`config.mk`:
```
export PLATFORM = sky130hd
export DESIGN_NAME = gerenciador_botoes
export DESIGN_NICKNAME = d
export VERILOG_FILES = /design/src/rtl/gerenciador_botoes_pkg.sv /design/src/rtl/filtro_botao.sv /design/src/rtl/gerenciador_botoes.sv
export SDC_FILE = /design/constraint.sdc
export NUM_CORES = 1
export LEC_CHECK = 0
export CAP_MARGIN = 20
export CORE_ASPECT_RATIO = 1.4
export CORE_MARGIN = 2
export CORE_UTILIZATION = 55
export DETAILED_ROUTE_END_ITERATION = 10
export PLACE_DENSITY_LB_ADDON = 0.3
export SYNTH_ARGS = -nofsm -noshare
export SYNTH_HDL_FRONTEND = slang
export SYNTH_SLANG_ARGS = --single-unit
```
`constraint.sdc`:
```
create_clock -name clock -period 2.4 [get_ports clock]
set_input_delay 0.48 -clock clock [delete_from_list [all_inputs] [get_ports clock]]
set_output_delay 0.48 -clock clock [all_outputs]
set_load 0.02 [all_outputs]
```
`src/rtl/gerenciador_botoes_pkg.sv`:
```
// Shared types and width helpers for the button manager.
package gerenciador_botoes_pkg;

    typedef enum logic [0:0] {
        OCIOSO = 1'b0,
        OFERTA = 1'b1
    } estado_arb_t;

    function automatic int largura_id(input int n);
        return (n <= 1) ? 1 : $clog2(n);
    endfunction

    function automatic int largura_cnt(input int amostras);
        return $clog2(amostras + 1);
    endfunction

endpackage

```
`src/rtl/filtro_botao.sv`:
```
// One button: synchronizer, tick-sampled debounce counter and rise pulse.
module filtro_botao
    import gerenciador_botoes_pkg::*;
#(
    parameter int AMOSTRAS = 3
) (
    input  logic clock,
    input  logic reset,
    input  logic tick_i,
    input  logic bruto_i,
    output logic estavel_o,
    output logic subida_o
);

    localparam int CW = largura_cnt(AMOSTRAS);
    localparam logic [CW:0] ALVO = (CW + 1)'(AMOSTRAS);

    logic          sinc1_q, sinc2_q;
    logic [CW-1:0] cnt_q, cnt_d;
    logic          estavel_q, estavel_d;
    logic          subida_q, subida_d;
    logic [CW:0]   prox;

    assign prox = {1'b0, cnt_q} + 1'b1;

    always_comb begin
        cnt_d     = cnt_q;
        estavel_d = estavel_q;
        if (tick_i) begin
            if (sinc2_q == estavel_q) begin
                cnt_d = '0;
            end else if (prox == ALVO) begin
                cnt_d     = '0;
                estavel_d = ~estavel_q;
            end else begin
                cnt_d = prox[CW-1:0];
            end
        end
        subida_d = estavel_d & ~estavel_q;
    end

    always_ff @(posedge clock) begin
        if (reset) begin
            sinc1_q   <= 1'b0;
            sinc2_q   <= 1'b0;
            cnt_q     <= '0;
            estavel_q <= 1'b0;
            subida_q  <= 1'b0;
        end else begin
            sinc1_q   <= bruto_i;
            sinc2_q   <= sinc1_q;
            cnt_q     <= cnt_d;
            estavel_q <= estavel_d;
            subida_q  <= subida_d;
        end
    end

    assign estavel_o = estavel_q;
    assign subida_o  = subida_q;

endmodule

```
`src/rtl/gerenciador_botoes.sv`:
```
// Debounced buttons become pending events offered one at a time.
module gerenciador_botoes
    import gerenciador_botoes_pkg::*;
#(
    parameter int N_BOTOES    = 4,
    parameter int DIV_AMOSTRA = 50000,
    parameter int AMOSTRAS    = 3,
    localparam int W = largura_id(N_BOTOES)
) (
    input  logic                clock,
    input  logic                reset,
    input  logic [N_BOTOES-1:0] botoes,
    output logic [N_BOTOES-1:0] estado_estavel,
    output logic                evento_valido,
    output logic [W-1:0]        evento_id,
    input  logic                evento_ack,
    output logic                perdido
);

    localparam int DW = $clog2(DIV_AMOSTRA);
    localparam logic [DW-1:0] DIV_MAX = DW'(DIV_AMOSTRA - 1);

    logic [DW-1:0]       div_q;
    logic                tick;
    logic [N_BOTOES-1:0] subida;
    logic [N_BOTOES-1:0] pend_q, pend_d, limpa;
    logic                perdido_q, perdido_d;
    estado_arb_t         estado_q, estado_d;
    logic                valido_q, valido_d;
    logic [W-1:0]        id_q, id_d, menor;
    logic                aceito;

    assign tick = (div_q == DIV_MAX);

    always_ff @(posedge clock) begin
        if (reset) div_q <= '0;
        else       div_q <= tick ? '0 : div_q + 1'b1;
    end

    for (genvar g = 0; g < N_BOTOES; g++) begin : g_filtro
        filtro_botao #(
            .AMOSTRAS(AMOSTRAS)
        ) u_filtro (
            .clock    (clock),
            .reset    (reset),
            .tick_i   (tick),
            .bruto_i  (botoes[g]),
            .estavel_o(estado_estavel[g]),
            .subida_o (subida[g])
        );
    end

    assign aceito = (estado_q == OFERTA) & evento_ack;

    // A new rise beats a same-cycle clear, so the press is re-offered.
    always_comb begin
        limpa = '0;
        for (int i = 0; i < N_BOTOES; i++)
            limpa[i] = aceito && (id_q == W'(i));
        pend_d    = (pend_q & ~limpa) | subida;
        perdido_d = |(subida & pend_q & ~limpa);
    end

    always_comb begin
        menor = '0;
        for (int i = N_BOTOES - 1; i >= 0; i--)
            if (pend_q[i]) menor = W'(i);
    end

    always_comb begin
        estado_d = estado_q;
        valido_d = valido_q;
        id_d     = id_q;
        unique case (estado_q)
            OCIOSO: begin
                if (|pend_q) begin
                    estado_d = OFERTA;
                    valido_d = 1'b1;
                    id_d     = menor;
                end
            end
            OFERTA: begin
                if (evento_ack) begin
                    estado_d = OCIOSO;
                    valido_d = 1'b0;
                end
            end
            default: begin
                estado_d = OCIOSO;
                valido_d = 1'b0;
            end
        endcase
    end

    always_ff @(posedge clock) begin
        if (reset) begin
            pend_q    <= '0;
            perdido_q <= 1'b0;
            estado_q  <= OCIOSO;
            valido_q  <= 1'b0;
            id_q      <= '0;
        end else begin
            pend_q    <= pend_d;
            perdido_q <= perdido_d;
            estado_q  <= estado_d;
            valido_q  <= valido_d;
            id_q      <= id_d;
        end
    end

    assign evento_valido = valido_q;
    assign evento_id     = id_q;
    assign perdido       = perdido_q;

endmodule
```
; After elaboration in Yosys (flattened, before gate mapping)
; Index checks and enable logic that the tools add are counted.
[op_classes]
add_sub_neg = 5
multipliers = 0
n_div = 0
n_lt_le_gt_ge = 0
eq_ne = 14
shifts = 0
n_mux = 30
bitwise_logic = 15
n_reduce_logical = 10
[op_table]
columns = cell, n
row1 = $mux W2, 12
row2 = $add A16 B1 Y16 const B, 1
row3 = $eq A16 B16 Y1 const B, 1
row4 = $mux W1, 16
row5 = $add A2 B1 Y3 const B, 4
row6 = $and A4 B4 Y4, 3
row7 = $eq A3 B2 Y1 const B, 4
row8 = $reduce_or A4 Y1, 2
row9 = $and A1 B1 Y1, 5
row10 = $not A1 Y1, 5
row11 = $eq A1 B1 Y1, 4
row12 = $eq A2 B2 Y1 const B, 2
row13 = $logic_and A1 B1 Y1, 4
row14 = $ne A2 B2 Y1 const B, 2
row15 = $not A4 Y4, 1
row16 = $or A4 B4 Y4, 1
row17 = $pmux W1 S2, 2
row18 = $reduce_and A2 Y1, 2
row19 = $eq A2 B1 Y1 const B, 1
row20 = $logic_not A2 Y1, 1
row21 = $reduce_or A2 Y1, 1
[word_totals]
reg_bits = 49
latchBits = 0
mem_bits_rw = 0
romBits = 0
input_bits = 7
out_inout_bits = 8
elab_cells = 100
n_memories = 0

; Depth between registers and ports, before layout
[depth]
ltp_word = 6
depth_mapped = 7
depth_no_buf = 5

; Modules after synthesis
; From an unflattened synthesis, not the netlist that was laid out.
[hier_totals]
cells_unflattened = 211
area_unflattened_um2 = 2006.9
[modules_own_cells]
columns = module, instances, cells_each, area_per_inst_um2, seq_area_each_um2
row1 = gerenciador_botoes, 1, 131, 1116.1, 500.5
row2 = filtro_botao, 4, 20, 222.7, 120.1

; Worst setup path before layout
; Ideal clock, no wire load.
[synth_path]
path_kind = reg-to-reg
from = reg div_q[0]
to = reg g_filtro[0].u_filtro.cnt_q[0]
setup_time_ns = 0.071
arrival_time_ns = 1.662
required_ns = 2.329
path_slack_ns = 0.667
stages_incl_launch_ff = 7
n_path_buf = 1
synth_period_minus_slack_ns = 1.733
cell_sequence = dfxtp_1 ha_1 and3_1 nand4_2 buf_6 or4_1 a21oi_1
[synth_between]
elab_chain_len = 1
[synth_lines]
columns = item, line_no
row1 = start: declaration, gerenciador_botoes.sv:23  ; logic [DW-1:0] div_q;
row2 = start signal: assignment, gerenciador_botoes.sv:37  ; else div_q <= tick ? '0 : div_q + 1'b1;
row3 = $eq A16 B16 Y1, gerenciador_botoes.sv:33  ; assign tick = (div_q == DIV_MAX);
row4 = end signal: assignment, filtro_botao.sv:52  ; cnt_q <= cnt_d;
row5 = end: declaration, filtro_botao.sv:19  ; logic [CW-1:0] cnt_q, cnt_d;
; Every way passes these cells.
; A chain may end at the register's enable or synchronous reset.

; Final worst setup path
[layout_path]
from = reg div_q[0]
to = reg g_filtro[0].u_filtro.cnt_q[1]
; Same word-level chain as after synthesis.

==> flow_summary.toml <==
[floorplanning]
rows = 25
die_w_um = 55.02
start_util_pct = 58.25
core_area_um2 = 3441
die_area_um2 = 4150
io_pins = 15
die_y_um = 75.43

[clocking]
cts-htree-levels = 2
clk_latency_ns = 0.30
cts.hold.buffers_added = 0
clk_pin_slew_worst_paths_ns = 0.08
clock-sinks = 49
cts_buffers = 5
cts_resized = 0
clock_path_buffers = 2
cts_setup_buffers = 0
tritoncts = "yes"
cts_root_buffer = "clkbuf_8"

[yosys]
syn_area_um2 = 2004
ys_types = 35
syn_nets = 230
ys.warnings.count = 0
yosysSeqAreaShare_pct = 48.94
synthCells = 222
ys_ff_latch = 49
synth_ff_type = "dfxtp_1"
synthArstFlopShare_pct = 0
avgSynthCellArea_um2 = 9.029
synth_edf_count = 0

[setup_path]
crit_path_end = "g_filtro[0].u_filtro.cnt_q[1]"
ff2ff_path_depth = 6
worstPathArrival_ns = 2.10
setup.worst_path.start_class = "register"
crit_fanout = 24
regToRegSetupSlack_ns = 0.53
crit_required_ns = 2.63
critPathCaptureType = "register"
r2r-start = "div_q[0]"
worstReg2RegEnd = "g_filtro[0].u_filtro.cnt_q[1]"
path_class = "register to register"
cp-startpoint = "div_q[0]"

[cells_and_area]
drive_gt1_share_pct = 4.701
syn_to_final_growth_pct = 10.86
diodes = 0
nNetsFinal = 241

[drt]
ant_nets = 0
num_vias = 1475
drt-vias-per-instance = 5.383
first_pass_iters = 4
drc_errors = 0
wl_per_cell_um = 11.89
drtIter0Drc = 47
wirelength_um = 3258

[sta]
max_clock_freq_ghz = 0.5355
setup_slack_ns = 0.5327
slew_viol_final = 0
tightest_slew_ns = 0.5599
hold_viol_final = 0
rsz0062_at_grt = "false"
fin_crit_sh_pct = 77.81
setup_tns_ns = 0
relSlewSlack_pct = 62.68
finalSetupViolations = 0
skew_ns = 0.005590
min_period_ns = 1.867

[run]
cap_violations = 0

[placed_design]
dp_worst_setup_slack_ns = 0.5254
globalplace.congestion = 0.7213
dp_hpwl_um = 2150
portBuffers = 14

[global_routing]
grt_antenna_before_repair = 0
overflow = 0
grtUsageTotal_pct = 18.61
grt_pass1_vias = 1337
grt_first_pass_wirelength_um = 5554
grt_max_degree = 30

[power]
power.density_nw_per_um2 = 595.3
ir_drop_mv = 0.4947
p_leak_uw = 0.0007180
power.total_uw = 1323

[outcome]
run_status = "completed"

[worst_hold_path]
min_path_type = "register to register"
worstHoldStart = "g_filtro[2].u_filtro.sinc1_q"
[logic make-up (layout without fill, tap and decap cells)]
kind of cell    Yosys count  in the layout  share of synthesized area [%]
simple gates            101            101                          27.71
flops                    49             49                          48.94
compound gates           30             30                          9.426
buf+inv                  23             35                          5.430
xor+xnor                 18             18                          7.865
fa+ha+maj                 1              1                         0.6241
[report_power, final]
part / switching [uW] / internal, uW
Sequential: 6.48 / 823
Clock: 247 / 207
Combinational: 20.5 / 18.9
Total: 274 / 1050
[metal layers]
layer / part of all wire, % / up-vias / track usage (%) / routed length [um]
met5: 0 / - / 0 / 0
met4: 2.4 / 0 / 9.756 / 78
met3: 3.0 / 6 / 5.294 / 98
met2: 50 / 14 / 31.75 / 1642
met1: 44 / 678 / 20.45 / 1438
li1: - / 777 / - / -
[Yosys cell counts (all sizes together), types with 4 or more instances]
cell type | number | area, um2
a21oi | 13 | 65.06
buf | 6 | 45.04
clkbuf | 6 | 22.52
dfxtp | 49 | 980.9
inv | 11 | 41.29
nand2 | 12 | 45.04
nand2b | 5 | 31.28
nand3 | 7 | 35.03
nand4 | 5 | 37.53
nor2 | 35 | 131.4
nor2b | 12 | 75.07
nor3 | 5 | 25.02
nor4 | 7 | 43.79
o21ai | 5 | 25.02
o41ai | 4 | 35.03
or4 | 4 | 30.03
or4b | 4 | 40.04
xnor2 | 16 | 140.1
[cell type report]
type                       count  area [um2]
fill                         315        1219
sequential                    49       980.9
multi-input combinational    150       914.6
timing repair buffer          16       155.1
clock buffer                   8       80.08
tap                           40       50.05
inverter                      11       41.29
[how the worst min path moves through the flow]
stage          cells after the start  slack (ns)                           end
3_5_place_dp                       1        0.42  g_filtro[3].u_filtro.sinc2_q
2_1_floorplan                      1        0.41  g_filtro[0].u_filtro.sinc2_q
3_3_place_gp                       1        0.42  g_filtro[2].u_filtro.sinc2_q
4_1_cts                            1        0.44  g_filtro[3].u_filtro.sinc2_q
5_1_grt                            1        0.46  g_filtro[2].u_filtro.sinc2_q
6_report                           1        0.44  g_filtro[2].u_filtro.sinc2_q
[metrics by stage]
stage	hold WS [ns]	std cells	util (%)	cell area [um2]
after detailed placement	0.4246	266	62.25	2142
after floorplan	0.4138	222	-	2004
after global placement	0.4171	266	62.25	2142
after global routing	0.4579	274	64.58	2222
final	0.4440	274	64.58	2222
after CTS	0.4445	274	64.58	2222
[flip-flops by register name, indices dropped and copies added, names as in the netlist]
name / flops
div_q: 16
g_filtro.u_filtro.cnt_q: 8
g_filtro.u_filtro.estavel_o: 4
g_filtro.u_filtro.sinc1_q: 4
g_filtro.u_filtro.sinc2_q: 4
g_filtro.u_filtro.subida_o: 4
pend_q: 4
evento_id: 2
estado_q: 1
evento_valido: 1
perdido: 1
[placed cells by master, fill, tap and decap left out, drive strengths merged, types with 2 or more instances in the layout]
master and count:
xnor2 16, nor4 7, or4 4, nor2 35
xor2 2, nand2b 5, clkbuf 8, dfxtp 49
buf 2, o21ai 5, inv 11, nor3 5
nor2b 12, o41ai 4, nand2 12, or4b 4
nand4 5, a21oi 13, o31a 2, clkdlybuf4s50 14
and4bb 2, nand3 7
[worst max-delay path, cell delays in order, from the launching register on]
cell	delay, ns
dfxtp_1	0.38
ha_1	0.21
and3_1	0.26
nand4_2	0.11
buf_4	0.22
or4b_1	0.48
a21oi_1	0.15
Power figures use the tool's default switching activity.
